File: config.mk
export PLATFORM = sky130hd
export DESIGN_NAME = hilo_muldiv_unit_flat
export DESIGN_NICKNAME = d
export VERILOG_FILES = /design/src/rtl/hilo_muldiv_unit_pkg.sv /design/src/rtl/hilo_muldiv_unit_if.sv /design/src/rtl/hilo_muldiv_unit_muldiv_step.sv /design/src/rtl/hilo_muldiv_unit.sv /design/src/flat_wrapper.sv
export SDC_FILE = /design/constraint.sdc
export NUM_CORES = 1
export LEC_CHECK = 0
export ABC_AREA = 1
export BUFFER_PORTS_ARGS = -buffer_cell sky130_fd_sc_hd__buf_2
export CAP_MARGIN = 40
export CORE_MARGIN = 2
export CORE_UTILIZATION = 40
export CTS_CLUSTER_DIAMETER = 80
export DETAILED_ROUTE_END_ITERATION = 10
export MAX_ROUTING_LAYER = met4
export PLACE_DENSITY = 0.56
export SLEW_MARGIN = 10
export SYNTH_ARGS = -nofsm -noshare
export SYNTH_HDL_FRONTEND = slang
export SYNTH_HIERARCHICAL = 1
export SYNTH_SLANG_ARGS = --single-unit
File: constraint.sdc
create_clock -name Clk -period 8.3 [get_ports Clk]
set_input_delay 0.415 -clock Clk [delete_from_list [all_inputs] [get_ports Clk]]
set_output_delay 0.415 -clock Clk [all_outputs]
set_load 0.01 [all_outputs]
File: src/rtl/hilo_muldiv_unit_pkg.sv
// Shared definitions for the HI/LO multiply/divide unit: op codes, FSM states
// and the constants used when committing special-case divide results.
package hilo_pkg;

    localparam logic [2:0] OP_MULT  = 3'd0;
    localparam logic [2:0] OP_MULTU = 3'd1;
    localparam logic [2:0] OP_DIV   = 3'd2;
    localparam logic [2:0] OP_DIVU  = 3'd3;
    localparam logic [2:0] OP_MADD  = 3'd4;
    localparam logic [2:0] OP_MSUB  = 3'd5;

    typedef enum logic [1:0] {
        ST_IDLE,
        ST_RUN,
        ST_FIX
    } state_e;

    // Widest supported WIDTH; the divide-by-zero quotient is sliced from this.
    localparam int                   MAX_WIDTH = 256;
    localparam logic [MAX_WIDTH-1:0] DIV0_LO   = '1;

    function automatic logic is_signed_op(input logic [2:0] op);
        return op inside {OP_MULT, OP_DIV, OP_MADD, OP_MSUB};
    endfunction

    function automatic logic is_div_op(input logic [2:0] op);
        return op inside {OP_DIV, OP_DIVU};
    endfunction

endpackage

File: src/rtl/hilo_muldiv_unit_if.sv
// Issue/result bundle between ID/EX and the HI/LO multiply/divide unit.
// The pipeline side is the master; the unit itself is the slave.
interface hilo_muldiv_unit_if #(
    parameter int WIDTH = 32
);
    logic             Start;
    logic [2:0]       Op;
    logic [WIDTH-1:0] A;
    logic [WIDTH-1:0] B;
    logic             WrHI;
    logic             WrLO;
    logic [WIDTH-1:0] WrData;
    logic             ReadHiLo;
    logic             Flush;
    logic             Busy;
    logic             Done;
    logic             Stall;
    logic [WIDTH-1:0] HI;
    logic [WIDTH-1:0] LO;

    modport master (
        output Start, Op, A, B, WrHI, WrLO, WrData, ReadHiLo, Flush,
        input  Busy, Done, Stall, HI, LO
    );

    modport slave (
        input  Start, Op, A, B, WrHI, WrLO, WrData, ReadHiLo, Flush,
        output Busy, Done, Stall, HI, LO
    );
endinterface

File: src/rtl/hilo_muldiv_unit_muldiv_step.sv
// One combinational radix-2 iteration: shift-add for multiply, restoring
// subtract-and-shift for divide. {hi,lo} is the shared working register.
module muldiv_step #(
    parameter int WIDTH = 32
) (
    input  logic             is_div_i,
    input  logic [WIDTH-1:0] hi_i,
    input  logic [WIDTH-1:0] lo_i,
    input  logic [WIDTH-1:0] divisor_i,
    output logic [WIDTH-1:0] hi_o,
    output logic [WIDTH-1:0] lo_o
);
    logic [WIDTH:0] sum;
    logic [WIDTH:0] shifted;
    logic [WIDTH:0] trial;
    logic           fits;
    logic           unused_trial_msb;

    // trial < divisor whenever fits is set, so its top bit is always zero.
    assign unused_trial_msb = trial[WIDTH];

    // NOTE: every output of a combinational block gets a value on every path,
    // otherwise synthesis infers a latch to hold the old value.
    always_comb begin
        sum     = {1'b0, hi_i} + (lo_i[0] ? {1'b0, divisor_i} : '0);
        shifted = {hi_i, lo_i[WIDTH-1]};
        trial   = shifted - {1'b0, divisor_i};
        fits    = (shifted >= {1'b0, divisor_i});

        if (is_div_i) begin
            hi_o = fits ? trial[WIDTH-1:0] : shifted[WIDTH-1:0];
            lo_o = {lo_i[WIDTH-2:0], fits};
        end else begin
            hi_o = sum[WIDTH:1];
            lo_o = {sum[0], lo_i[WIDTH-1:1]};
        end
    end

endmodule

File: src/rtl/hilo_muldiv_unit.sv
// Iterative multiply/divide engine owning the architectural HI/LO pair.
// IDLE latches magnitudes, RUN iterates UNROLL steps per cycle, FIX commits.
module hilo_muldiv_unit
    import hilo_pkg::*;
#(
    parameter int WIDTH  = 32,
    parameter int UNROLL = 1
) (
    input  logic              Clk,
    input  logic              Reset,
    hilo_muldiv_unit_if.slave bus
);
    localparam int               N       = WIDTH / UNROLL;
    localparam int               CNT_W   = $clog2(N + 1);
    localparam logic [WIDTH-1:0] MIN_VAL = {1'b1, {(WIDTH-1){1'b0}}};

    if ((WIDTH % 2) != 0 || WIDTH < 8 || WIDTH > MAX_WIDTH) begin : g_bad_width
        $error("hilo_muldiv_unit: WIDTH must be even and in 8..MAX_WIDTH");
    end
    if (!(UNROLL inside {1, 2, 4}) || (WIDTH % UNROLL) != 0) begin : g_bad_unroll
        $error("hilo_muldiv_unit: UNROLL must be 1, 2 or 4 and divide WIDTH");
    end

    state_e             state_q, state_d;
    logic               busy_q, busy_d;
    logic               done_q, done_d;
    logic [WIDTH-1:0]   hi_q, hi_d;
    logic [WIDTH-1:0]   lo_q, lo_d;
    logic [CNT_W-1:0]   count_q, count_d;
    logic [2:0]         op_q, op_d;
    logic [WIDTH-1:0]   a_q, a_d;
    logic [WIDTH-1:0]   b_q, b_d;
    logic [WIDTH-1:0]   mag_b_q, mag_b_d;
    logic [WIDTH-1:0]   acc_hi_q, acc_hi_d;
    logic [WIDTH-1:0]   acc_lo_q, acc_lo_d;

    logic [UNROLL:0][WIDTH-1:0] chain_hi;
    logic [UNROLL:0][WIDTH-1:0] chain_lo;
    logic                       run_div;

    assign run_div     = is_div_op(op_q);
    assign chain_hi[0] = acc_hi_q;
    assign chain_lo[0] = acc_lo_q;

    for (genvar i = 0; i < UNROLL; i++) begin : g_step
        muldiv_step #(.WIDTH(WIDTH)) u_step (
            .is_div_i  (run_div),
            .hi_i      (chain_hi[i]),
            .lo_i      (chain_lo[i]),
            .divisor_i (mag_b_q),
            .hi_o      (chain_hi[i+1]),
            .lo_o      (chain_lo[i+1])
        );
    end

    // Result formation in FIX: sign fix-up, divide special cases, accumulate.
    logic                 op_signed;
    logic                 neg_result;
    logic [2*WIDTH-1:0]   prod_mag;
    logic [2*WIDTH-1:0]   prod;
    logic [WIDTH-1:0]     quot;
    logic [WIDTH-1:0]     rem;
    logic [2*WIDTH-1:0]   fix_acc;

    always_comb begin
        op_signed  = is_signed_op(op_q);
        neg_result = op_signed && (a_q[WIDTH-1] ^ b_q[WIDTH-1]);
        prod_mag   = {acc_hi_q, acc_lo_q};
        prod       = neg_result ? -prod_mag : prod_mag;
        quot       = neg_result ? -acc_lo_q : acc_lo_q;
        rem        = (op_signed && a_q[WIDTH-1]) ? -acc_hi_q : acc_hi_q;
        fix_acc    = prod;

        case (op_q)
            OP_MADD: fix_acc = {hi_q, lo_q} + prod;
            OP_MSUB: fix_acc = {hi_q, lo_q} - prod;
            OP_DIV, OP_DIVU: begin
                if (b_q == '0) begin
                    fix_acc = {a_q, DIV0_LO[WIDTH-1:0]};
                end else if (op_q == OP_DIV && a_q == MIN_VAL && b_q == '1) begin
                    fix_acc = {{WIDTH{1'b0}}, MIN_VAL};
                end else begin
                    fix_acc = {rem, quot};
                end
            end
            default: ;
        endcase
    end

    always_comb begin
        state_d  = state_q;
        done_d   = 1'b0;
        hi_d     = hi_q;
        lo_d     = lo_q;
        count_d  = count_q;
        op_d     = op_q;
        a_d      = a_q;
        b_d      = b_q;
        mag_b_d  = mag_b_q;
        acc_hi_d = acc_hi_q;
        acc_lo_d = acc_lo_q;

        case (state_q)
            ST_IDLE: begin
                if (bus.WrHI) hi_d = bus.WrData;
                if (bus.WrLO) lo_d = bus.WrData;
                if (bus.Start && bus.Op <= OP_MSUB) begin
                    state_d  = ST_RUN;
                    count_d  = CNT_W'(N);
                    op_d     = bus.Op;
                    a_d      = bus.A;
                    b_d      = bus.B;
                    acc_hi_d = '0;
                    acc_lo_d = (is_signed_op(bus.Op) && bus.A[WIDTH-1]) ? -bus.A : bus.A;
                    mag_b_d  = (is_signed_op(bus.Op) && bus.B[WIDTH-1]) ? -bus.B : bus.B;
                end
            end
            ST_RUN: begin
                acc_hi_d = chain_hi[UNROLL];
                acc_lo_d = chain_lo[UNROLL];
                count_d  = count_q - CNT_W'(1);
                if (count_q == CNT_W'(1)) state_d = ST_FIX;
                if (bus.Flush)            state_d = ST_IDLE;
            end
            ST_FIX: begin
                state_d = ST_IDLE;
                if (!bus.Flush) begin
                    {hi_d, lo_d} = fix_acc;
                    done_d       = 1'b1;
                end
            end
            default: state_d = ST_IDLE;
        endcase

        busy_d = (state_d != ST_IDLE);
    end

    // NOTE: sequential state uses non-blocking assignments so every register
    // samples the pre-edge value of every other register.
    always_ff @(posedge Clk) begin
        if (Reset) begin
            state_q <= ST_IDLE;
            busy_q  <= 1'b0;
            done_q  <= 1'b0;
            hi_q    <= '0;
            lo_q    <= '0;
        end else begin
            state_q <= state_d;
            busy_q  <= busy_d;
            done_q  <= done_d;
            hi_q    <= hi_d;
            lo_q    <= lo_d;
        end
    end

    // NOTE: operand and working registers are deliberately not reset; IDLE
    // always reloads them before RUN reads them.
    always_ff @(posedge Clk) begin
        count_q  <= count_d;
        op_q     <= op_d;
        a_q      <= a_d;
        b_q      <= b_d;
        mag_b_q  <= mag_b_d;
        acc_hi_q <= acc_hi_d;
        acc_lo_q <= acc_lo_d;
    end

    assign bus.Busy  = busy_q;
    assign bus.Done  = done_q;
    assign bus.HI    = hi_q;
    assign bus.LO    = lo_q;
    assign bus.Stall = busy_q & (bus.Start | bus.ReadHiLo | bus.WrHI | bus.WrLO);

endmodule

File: src/flat_wrapper.sv
// flat-port wrapper written by rule: the top's interface ports become plain ports
module hilo_muldiv_unit_flat import hilo_pkg::*;
#(
    parameter int WIDTH  = 32,
    parameter int UNROLL = 1
)
  (Clk, Reset, bus_Start, bus_Op, bus_A, bus_B, bus_WrHI, bus_WrLO, bus_WrData, bus_ReadHiLo, bus_Flush, bus_Busy, bus_Done, bus_Stall, bus_HI, bus_LO);
  hilo_muldiv_unit_if #(.WIDTH(WIDTH)) bus_i ();
  input  logic Clk;
  input  logic Reset;
  input wire logic [$bits(bus_i.Start)-1:0] bus_Start;
  input wire logic [$bits(bus_i.Op)-1:0] bus_Op;
  input wire logic [$bits(bus_i.A)-1:0] bus_A;
  input wire logic [$bits(bus_i.B)-1:0] bus_B;
  input wire logic [$bits(bus_i.WrHI)-1:0] bus_WrHI;
  input wire logic [$bits(bus_i.WrLO)-1:0] bus_WrLO;
  input wire logic [$bits(bus_i.WrData)-1:0] bus_WrData;
  input wire logic [$bits(bus_i.ReadHiLo)-1:0] bus_ReadHiLo;
  input wire logic [$bits(bus_i.Flush)-1:0] bus_Flush;
  output wire logic [$bits(bus_i.Busy)-1:0] bus_Busy;
  output wire logic [$bits(bus_i.Done)-1:0] bus_Done;
  output wire logic [$bits(bus_i.Stall)-1:0] bus_Stall;
  output wire logic [$bits(bus_i.HI)-1:0] bus_HI;
  output wire logic [$bits(bus_i.LO)-1:0] bus_LO;
  assign bus_i.Start = bus_Start;
  assign bus_i.Op = bus_Op;
  assign bus_i.A = bus_A;
  assign bus_i.B = bus_B;
  assign bus_i.WrHI = bus_WrHI;
  assign bus_i.WrLO = bus_WrLO;
  assign bus_i.WrData = bus_WrData;
  assign bus_i.ReadHiLo = bus_ReadHiLo;
  assign bus_i.Flush = bus_Flush;
  assign bus_Busy = bus_i.Busy;
  assign bus_Done = bus_i.Done;
  assign bus_Stall = bus_i.Stall;
  assign bus_HI = bus_i.HI;
  assign bus_LO = bus_i.LO;
  hilo_muldiv_unit #(.WIDTH(WIDTH), .UNROLL(UNROLL)) u_core (.Clk(Clk), .Reset(Reset), .bus(bus_i));
endmodule
# Word-level counts from Yosys, hierarchy flattened
# Index checks and enable logic that the tools add are counted.
# W data, S select, Z words.
# word_totals
reg_bits	237
input_bits	106
out_inout_bits	67
word_cells	98
# op_classes
n_addsub	10
order_cmp	2
n_eq_ne	16
muxes	29
bitwise	6
n_reduce_logical	23
# ops
op	count
$mux W32	14
$pmux W32 S2	4
$mux W64	3
$pmux W64 S3	1
$neg A32 Y32	4
$add A64 B64 Y64	1
$eq A32 B32 Y1 const B	2
$neg A64 Y64	1
$sub A64 B64 Y64	1
$add A32 B32 Y33	1
$ge A33 B32 Y1	1
$logic_not A32 Y1	1
$sub A32 B32 Y32	1
$eq A3 B3 Y1 const B	4
$pmux W6 S2	1
$eq A3 B2 Y1 const B	3
$reduce_bool A2 Y1	4
$reduce_bool A4 Y1	2
$logic_and A1 B1 Y1	7
$eq A6 B1 Y1 const B	1
$logic_not A3 Y1	2
$mux W2	3
$mux W6	1
$ne A2 B2 Y1 const B	3
15 further kinds	20

# Logic depth before layout (Yosys ltp)
# Gate-level depths: netlist of the first run.
# logic_depth
depth_word	9
mapped_depth	39

# Hierarchy
# The synthesis of the first run kept the hierarchy.
# modules_own_cells
module	instances	cells_per_inst	area_each_um2	seq_area_each_um2
hilo_muldiv_unit	1	3210	21182.8	6406.1
muldiv_step	1	1274	6164.7	0.0

# Worst setup path after synthesis of the first run
# OpenSTA, ideal clock, no wires.
# synth_path
path_kind	input-to-reg
startpoint	in bus_Op[1]
endpoint	reg u_core.a_q[0], enable pin
setup_ns	0.678
arrival_ns	7.210
required_time_ns	7.622
path_slack_ns	0.412
path_stages	3
n_path_buf	0
cell_sequence	nand2_1 -> nand2_1 -> nor3_1
# synth_via
elab_chain_len	3
# synth_lines
item	line_no	text
from (decl)	flat_wrapper.sv:12	input wire logic [$bits(bus_i.Op)-1:0] bus_Op;
$le A3 B3 Y1	hilo_muldiv_unit.sv:107	if (bus.Start && bus.Op <= OP_MSUB) begin
$logic_and A1 B1 Y1	hilo_muldiv_unit.sv:107	
$reduce_and A2 Y1 (no source line)	-	
to (signal assigned)	hilo_muldiv_unit.sv:161	a_q <= a_d;
to (decl)	hilo_muldiv_unit.sv:31	logic [WIDTH-1:0] a_q, a_d;
# Every way passes these cells.
# A chain may end at the register's enable or synchronous reset.

# Worst setup path in the final report of the first run
# layout_path
startpoint	reg u_core.op_q[2]
endpoint	reg u_core.hi_q[29], in the netlist u_core/bus.HI[29]
# layout_via
elab_chain_len	9
elab_cells_between_ends	20
# layout_lines
item	line_no	text
from (decl)	hilo_muldiv_unit.sv:30	logic [2:0] op_q, op_d;
from (signal assigned)	hilo_muldiv_unit.sv:160	op_q <= op_d;
parallel branches: the longest is 6 deep, another holds $sub A64 B64 Y64	-	
$pmux W64 S3 (*)	hilo_muldiv_unit.sv:74	case (op_q)
$mux W32 (*)	hilo_muldiv_unit.sv:127	if (!bus.Flush) begin
$pmux W32 S2 (*)	hilo_muldiv_unit.sv:103	case (state_q)
to (signal assigned)	hilo_muldiv_unit.sv:151	hi_q <= hi_d;
to (decl)	hilo_muldiv_unit.sv:27	logic [WIDTH-1:0] hi_q, hi_d;
# Every way passes the cells marked *. The select of a mux whose other input is x is not followed.

==> metrics.md, run 1 <==
| Metric | Value |
|---|---|
| IO Pins | `173` |
| Final WS setup | `~2.1 ns` |
| P_int | `3.08 mW` |
| Commonest non-fill, non-tap cells in the layout | `1267 x nand2_1, 628 x inv_1, 488 x nor2_1, 308 x o21ai_0, 281 x nand3_1` |
| Final-layout fill cell count | `~7400` |
| CTS Buffer Depth | `3` |
| Syn_area_per_cell | `6.10 um^2` |
| Core area | `67400 um^2` |
| First DRT Iteration DRCs | `3775` |
| Drt via density | `5.59` |
| Crit start category | `register` |
| Setup CP Type | `register to register` |
| Hold WC Path Type | `input port to register` |
| Max Clk Rate | `162 MHz` |
| EDFF count, synth | `168` |
| Chip Width | `265 um` |
| Dpl hpwl | `101000 um` |
| Minimum clock period | `~6 ns` |
| Vias in the first global route | `roughly 28000` |
| Setup TNS | `0 ns` |
| First-pass GRT wire length | `181000 um` |
| Later-pin clock latency in the skew report | `about 0.56 ns` |
| Gate power share | `0.457` |
| DRT Pass-1 Iters | `6` |
| Post-Syn Instances | `4484` |
| Sequential-to-total area share from yosys stat | `0.234` |
| Core Util, Final | `0.449` |
| Peak supply drop | `0.000175 V` |
| Area of the multi-input gates | `roughly 18000 um^2` |
| Worst Tran Pin Value | `0.914 ns` |
| Worst Clk Skew | `0.0168 ns` |
| Delay-heaviest family, CP | `simple AND/OR/NAND/NOR gates` |
| Resized cells post-CTS | `0` |
| Crit path largest cell delay | `0.58 ns` |
| Initial antenna violation count | `2` |
| FF+latch area | `6410 um^2` |
| Post-synth top flop | `edfxtp_1` |
| Total GRT Usage | `0.351` |
| P&R area growth vs syn | `10.6%` |
| Fin crit share | `0.743` |
| CTS tree | `built` |
| H-Tree Depth | `2` |
| Die Ht | `265 um` |
| Largest net degree at the start of global routing | `110` |
| Worst path depth | `33` |
| Hold Crit Depth | `1` |
| Total number of vias | `30800` |
| Worst reg2reg path depth | `33` |
| Reg clk slew, reported paths | `0.06 ns` |
| Number of remaining DRC errors | `0` |
| RD Place Congestion | `slightly above 1` |
| Flop pwr share | `0.276` |
| Crit. End Element | `register` |
| Post-synth net total | `4727` |
| Initial Util | `0.406` |
| Setup Viol. Count Final | `0` |
| Share of cells above drive strength 1 | `0.0891` |
| Leak | `around 15 nW` |
| Critical path arrival | `6.66 ns` |
| Post-CTS Setup Repair Bufs | `0` |
| WL/cell | `approximately 22 um` |
| CP Buf/Inv Count | `3` |
| RSZ-0062 raised after global routing | `no` |
| Slowest-stage cell, CP | `a2111oi_0` |
| Fin nets | `4854` |
| Final antenna-violating net count | `0` |
| Yosys reg bits | `236` |
| GR Overflow Total | `0` |
| Leading cell type in the layout, fill and taps excluded | `nand2_1` |
| Final Hold Viols | `0` |
| Slew Limit Headroom | `0.391` |
| Net switching power figure | `2.62 mW` |
| Hold WS | `0.0465 ns` |
| Max Cap Viol | `0` |
| Switching share of power | `0.460` |
| Crit-path max FO | `44` |
| Ys async rst share | `0` |
| Worst EP required | `8.79 ns` |
| Die area | `about 70000 um^2` |
| Dpl ws | `about 2.3 ns` |
| Cts bufs inserted | `35` |
| Root Driver | `clkbuf_16` |
| Clk pwr share | `0.267` |
| # hold bufs at CTS | `0` |
| Mapped cell area | `27300 um^2` |
| Synth warn | `6` |
| WL final | `123000 um` |
| Port Buffers | `roughly 170` |
| Rows | `95` |
| Clock Sinks | `236` |
| Power Density | `roughly 190 nW/um^2` |
| Synth unique cells | `65` |
| Status | `finished clean` |
| Max Slew Vio Count | `0` |
[final timing paths]
check             slack (ns)             start                end
setup reg to reg        2.13    u_core/op_q[2]  u_core/bus.HI[29]
hold / removal          0.05         bus_A[29]     u_core/a_q[29]
setup / recovery        2.13    u_core/op_q[2]  u_core/bus.HI[29]
hold reg to reg         0.57  u_core/bus.LO[2]   u_core/bus.LO[2]
[Yosys cell counts, drive strengths merged (43+ instances only)]
cell       n  area (um^2)
a21oi    286         1450
a31oi     55          344
clkbuf    88          330
dfxtp     68         1360
edfxtp   168         5040
ha       134         1680
inv      649         2440
nand2   1311         5070
nand3    288         1480
nand3b    48          360
nand4     59          384
nor2     523         2140
nor3      59          312
nor4      43          269
o21ai    336         1710
xnor2     48          420
xor2     129         1130
[metal layers]
layer  share of wire  vias to the layer above  track usage
met3           0.097                      137       0.0533
met2            0.41                     1429        0.503
met4           0.025                        0       0.0809
li1                -                    15000            -
met5               0                        -            -
met1            0.47                    14300        0.514
[power groups by stage]
stage | combinational [mW] | clock (mW) | sequential, mW
2_1_floorplan | 1.73 | 0 | 1.52
3_3_place_gp | 2.53 | 0 | 1.59
6_report | 2.61 | 1.53 | 1.58
5_1_grt | 2.87 | 1.59 | 1.58
4_1_cts | 2.53 | 1.55 | 1.57
3_5_place_dp | 2.52 | 0 | 1.59
[cells by family (layout without fill, tap and decap cells)]
| logic type | after synthesis | after routing | synth area share |
|---|---|---|---|
| compound gates | 795 | 795 | 0.161 |
| flops | 236 | 236 | 0.234 |
| xor+xnor | 177 | 177 | 0.0567 |
| simple gates | 2366 | 2366 | 0.374 |
| other cells | 0 | 1 | 0 |
| fa+ha+maj | 137 | 137 | 0.0635 |
| buf+inv | 773 | 924 | 0.110 |
[state kept, by name, indices dropped and copies added, names as in the netlist]
signal           flops
u_core/a_q          32
u_core/acc_hi_q     32
u_core/acc_lo_q     32
u_core/b_q          32
u_core/bus.Busy      1
u_core/bus.Done      1
u_core/bus.HI       32
u_core/bus.LO       32
u_core/count_q       6
u_core/mag_b_q      31
u_core/op_q          3
u_core/state_q       2
[worst register-to-register path: cells and delay by family (launching register included)]
family          cells  cell delay, ns
fa+ha+maj           1            0.35
xor+xnor            1            0.29
buf+inv             3            0.56
flops               1            0.38
simple gates       21            2.72
compound gates      7            1.81
[final cells by class]
| class | instances | share of cell area |
|---|---|---|
| clock buffers | 42 | 0.0305 |
| flip-flops and latches | 236 | 0.212 |
| repair buffers | 208 | 0.0380 |
| inverters | 655 | 0.0813 |
| diodes | 1 | 0.0000827 |
| clock inverters | 19 | 0.00770 |
| multi-input cells | 3475 | 0.594 |
| well taps | 873 | 0.0361 |
[metrics by stage]
stage	instances	power [mW]	area [um^2]
2_1_floorplan	4484	3.24	27300
3_3_place_gp	5445	4.12	29100
3_5_place_dp	5447	4.11	29100
4_1_cts	5508	5.65	30200
5_1_grt	5508	6.04	30200
6_report	5509	5.71	30200
(Power assumes the default switching activity.)
==> run 2, diff against run 1 <==
- clock period: 8.3 -> 5 ns (I/O delays scaled with it)
==> run 2 against run 1 <==
Effect of this change:
- sequential power is 61% higher
- cell count is 9.3% higher
- non-clock buffer count is 506 higher
- power is 83% higher
- global-route usage is 1.4 points higher
- sequential share of layout area is 2.9 points lower
- maximum frequency is 23% higher
- die area stayed put
- wire length is 5.0% higher
- flip-flop and latch count stayed put
- critical path type unchanged
- critical endpoint is now u_core/bus.HI[28]
==> metrics.md, run 2 (synthesis gave the netlist of run 1 again) <==
| Metric | Value |
|---|---|
| WL met3 | `12200 um (was 11900 um)` |
| Crit path largest cell delay | `0.41 ns (was 0.58 ns)` |
| Core area | `67400 um^2 (unchanged)` |
| Leading cell type in the layout, fill and taps excluded | `nand2_1 (unchanged)` |
| Cts bufs inserted | `35 (unchanged)` |
| H-Tree Depth | `2 (unchanged)` |
| Worst Clk Skew | `0.0328 ns (was 0.0168 ns)` |
| Clock Sinks | `236 (unchanged)` |
| Final antenna-violating net count | `0 (unchanged)` |
| Root Driver | `clkbuf_16 (unchanged)` |
| Delay-heaviest family, CP | `simple AND/OR/NAND/NOR gates (unchanged)` |
| Chip Width | `265 um (unchanged)` |
| M1 WL | `59400 um (was 57500 um)` |
| Initial Util | `0.406 (unchanged)` |
| Number of remaining DRC errors | `0 (unchanged)` |
| Initial antenna violation count | `2 (unchanged)` |
| Internal reg-to-reg setup slack | `0.006 ns (was 2.13 ns)` |
| Fin crit share | `0.999 (was 0.743)` |
| Rows | `95 (unchanged)` |
| Fin nets | `5361 (was 4854)` |
| CP Buf/Inv Count | `10 (was 3)` |
| Max Clk Rate | `200 MHz (was 162 MHz)` |
| Final Hold Viols | `0 (unchanged)` |
| Reg clk slew, reported paths | `0.06 ns (about the same)` |
| Hold WC Path Type | `input port to register (unchanged)` |
| GR Overflow Total | `0 (unchanged)` |
| First DRT Iteration DRCs | `3635 (was 3775)` |
| Dpl cells | `5837 (was 5447)` |
| Worst R2R End | `u_core/bus.HI[28] (was u_core/bus.HI[29])` |
| Slew Limit Headroom | `0.470 (was 0.391)` |
| Die area | `70500 um^2 (unchanged)` |
| WL/cell | `21.4 um (was 22.3 um)` |
| Crit-path max FO | `7 (was 44)` |
| Power Density | `297 nW/um^2 (was 189 nW/um^2)` |
| Dpl hpwl | `106000 um (was 101000 um)` |
| Hold path startpoint | `bus_WrData[14] (was bus_A[29])` |
| Setup Viol. Count Final | `0 (unchanged)` |
| Post-Layout Cell Count | `6020 (was 5509)` |
| Clk pwr share | `0.238 (was 0.267)` |
| CTS Buffer Depth | `3 (unchanged)` |
| Most used cell, CP | `nand2_1` |
| Peak supply drop | `0.000196 V (was 0.000175 V)` |
| Worst reg2reg path depth | `37 (was 33)` |
| Later-pin clock latency in the skew report | `0.58 ns (was 0.56 ns)` |
| Crit. End Element | `register (unchanged)` |
| Total GRT Usage | `0.365 (was 0.351)` |
| Port Buffers | `172 (unchanged)` |
| Critical path arrival | `5.42 ns (was 6.66 ns)` |
| Gate power share | `0.518 (was 0.457)` |
| Hold Crit Depth | `3 (was 1)` |
| Die Ht | `265 um (unchanged)` |
| RD Place Congestion | `1.06 (was 1.02)` |
| Worst hold path endpoint | `u_core/bus.LO[14] (was u_core/a_q[29])` |
| Met2 wire length | `53100 um (was 50400 um)` |
| CTS tree | `built (unchanged)` |
| Core Util, Final | `0.521 (was 0.449)` |
| Dpl ws | `-0.187 ns (was 2.25 ns)` |
| Leak | `17.2 nW (was 14.7 nW)` |
| Final WS setup | `0.00621 ns (was 2.13 ns)` |
| R2R Path Start | `u_core/b_q[31] (was u_core/op_q[2])` |
| Minimum clock period | `4.99 ns (was 6.17 ns)` |
| Commonest non-fill, non-tap cells in the layout | `1239 x nand2_1, 627 x inv_1, 454 x buf_4, 444 x nor2_1, 281 x o21ai_0 (was 1267 x nand2_1, 628 x inv_1, 488 x nor2_1, 308 x o21ai_0, 281 x nand3_1)` |
| Status | `finished clean (unchanged)` |
| Worst Tran Pin Value | `0.786 ns (was 0.914 ns)` |
| Drt via density | `5.48 (was 5.59)` |
| Share of cells above drive strength 1 | `0.196 (was 0.0891)` |
| Slowest-stage cell, CP | `edfxtp_1 (was a2111oi_0)` |
| Largest net degree at the start of global routing | `100 (was 110)` |
| Setup CP Type | `register to register (unchanged)` |
| Max Cap Viol | `0 (unchanged)` |
| Net switching power figure | `4.60 mW (was 2.62 mW)` |
| DR top layer | `met4 (unchanged)` |
| DRT Pass-1 Iters | `8 (was 6)` |
| Total number of vias | `33000 (was 30800)` |
| Worst EP required | `5.42 ns (was 8.79 ns)` |
| Overall power after layout | `10.4 mW (was 5.71 mW)` |
| Crit start category | `register (unchanged)` |
| WL final | `129000 um (was 123000 um)` |
| Switching share of power | `0.441 (was 0.460)` |
| RSZ-0062 raised after global routing | `yes (was no)` |
| P_int | `5.84 mW (was 3.08 mW)` |
| P&R area growth vs syn | `28.5% (was 10.6%)` |
| First-pass GRT wire length | `188000 um (was 181000 um)` |
| Max Slew Vio Count | `0 (unchanged)` |
| Vias in the first global route | `29800 (was 28000)` |
| IO Pins | `173 (unchanged)` |
| Flop pwr share | `0.244 (was 0.276)` |
| Setup TNS | `0 ns (unchanged)` |
## run 2: cell count changes in the layout (fill, tap and decap cells not counted), sizes merged
| cell | change |
|---|---|
| buf | +433 |
| bufinv | -1 |
| clkbuf | +2 |
| clkinv | +3 |
| clkinvlp | +3 |
| diode | +2 |
| dlygate4sd3 | +70 |
| inv | -2 |
| nor2 | +1 |
## run 2: through the flow
step | cell area (um^2) | hold WS, ns
3_3_place_gp | 32100 | 0.449
4_1_cts | 34000 | 0.00252
5_1_grt | 35100 | 0.0245
3_5_place_dp | 32100 | 0.443
2_1_floorplan | 27400 | 0.322
6_report | 35100 | 0.0136
## run 2: power groups by stage
| stage | Clock (mW) | Sequential, mW | Combinational [mW] |
|---|---|---|---|
| final | 2.48 | 2.55 | 5.40 |
| after global routing | 2.61 | 2.56 | 5.86 |
| after CTS | 2.53 | 2.54 | 5.00 |
| after detailed placement | 0 | 2.58 | 4.93 |
| after global placement | 0 | 2.58 | 4.94 |
| after floorplan | 0 | 2.51 | 2.87 |
## run 2: layer usage
metal | vias up | global-route usage
met5 | - | -
met4 | 0 | 0.109
met3 | 192 | 0.0583
met2 | 1536 | 0.523
met1 | 15300 | 0.523
li1 | 16000 | -
## run 2: repair_timing
| item | 4_1_cts | 5_1_grt |
|---|---|---|
| pin swaps | 0 | 46 |
| setup endpoints to repair | 4 | 40 |
| setup buffers | 0 | 42 |
| endpoints found under the hold margin | 71 | 0 |
| hold buffers | 70 | 0 |
| resized for setup | 8 | 202 |
| gates cloned | 0 | 5 |
## run 2: tightest hold or removal path, stage by stage
cell,delay [ns]
buf_2,0.11
a21oi_1,0.06
a21oi_1,0.12
## run 2: final cells by class
class	count	area, um^2
clock buffers	41	940
repair buffers	714	5290
multi-input cells	3476	18700
flip-flops and latches	236	6410
clock inverters	22	201
fillers	7031	32300
diodes	3	7.51
well taps	873	1090
inverters	655	2460
## run 2: worst max path at each step
stage / start / end / slack (ns) / cells after the start
CTS: u_core/b_q[31] / u_core/bus.HI[29] / -0.01 / 34
global route: u_core/b_q[31] / u_core/bus.HI[29] / -0.25 / 30
detailed placement: u_core/acc_lo_q[0] / u_core/bus.HI[25] / -0.19 / 35
global placement: u_core/acc_lo_q[12] / u_core/bus.HI[29] / -0.12 / 30
floorplan: bus_Op[1] / u_core/a_q[0] / 0.32 / 3
finish: u_core/b_q[31] / u_core/bus.HI[28] / 0.006 / 37
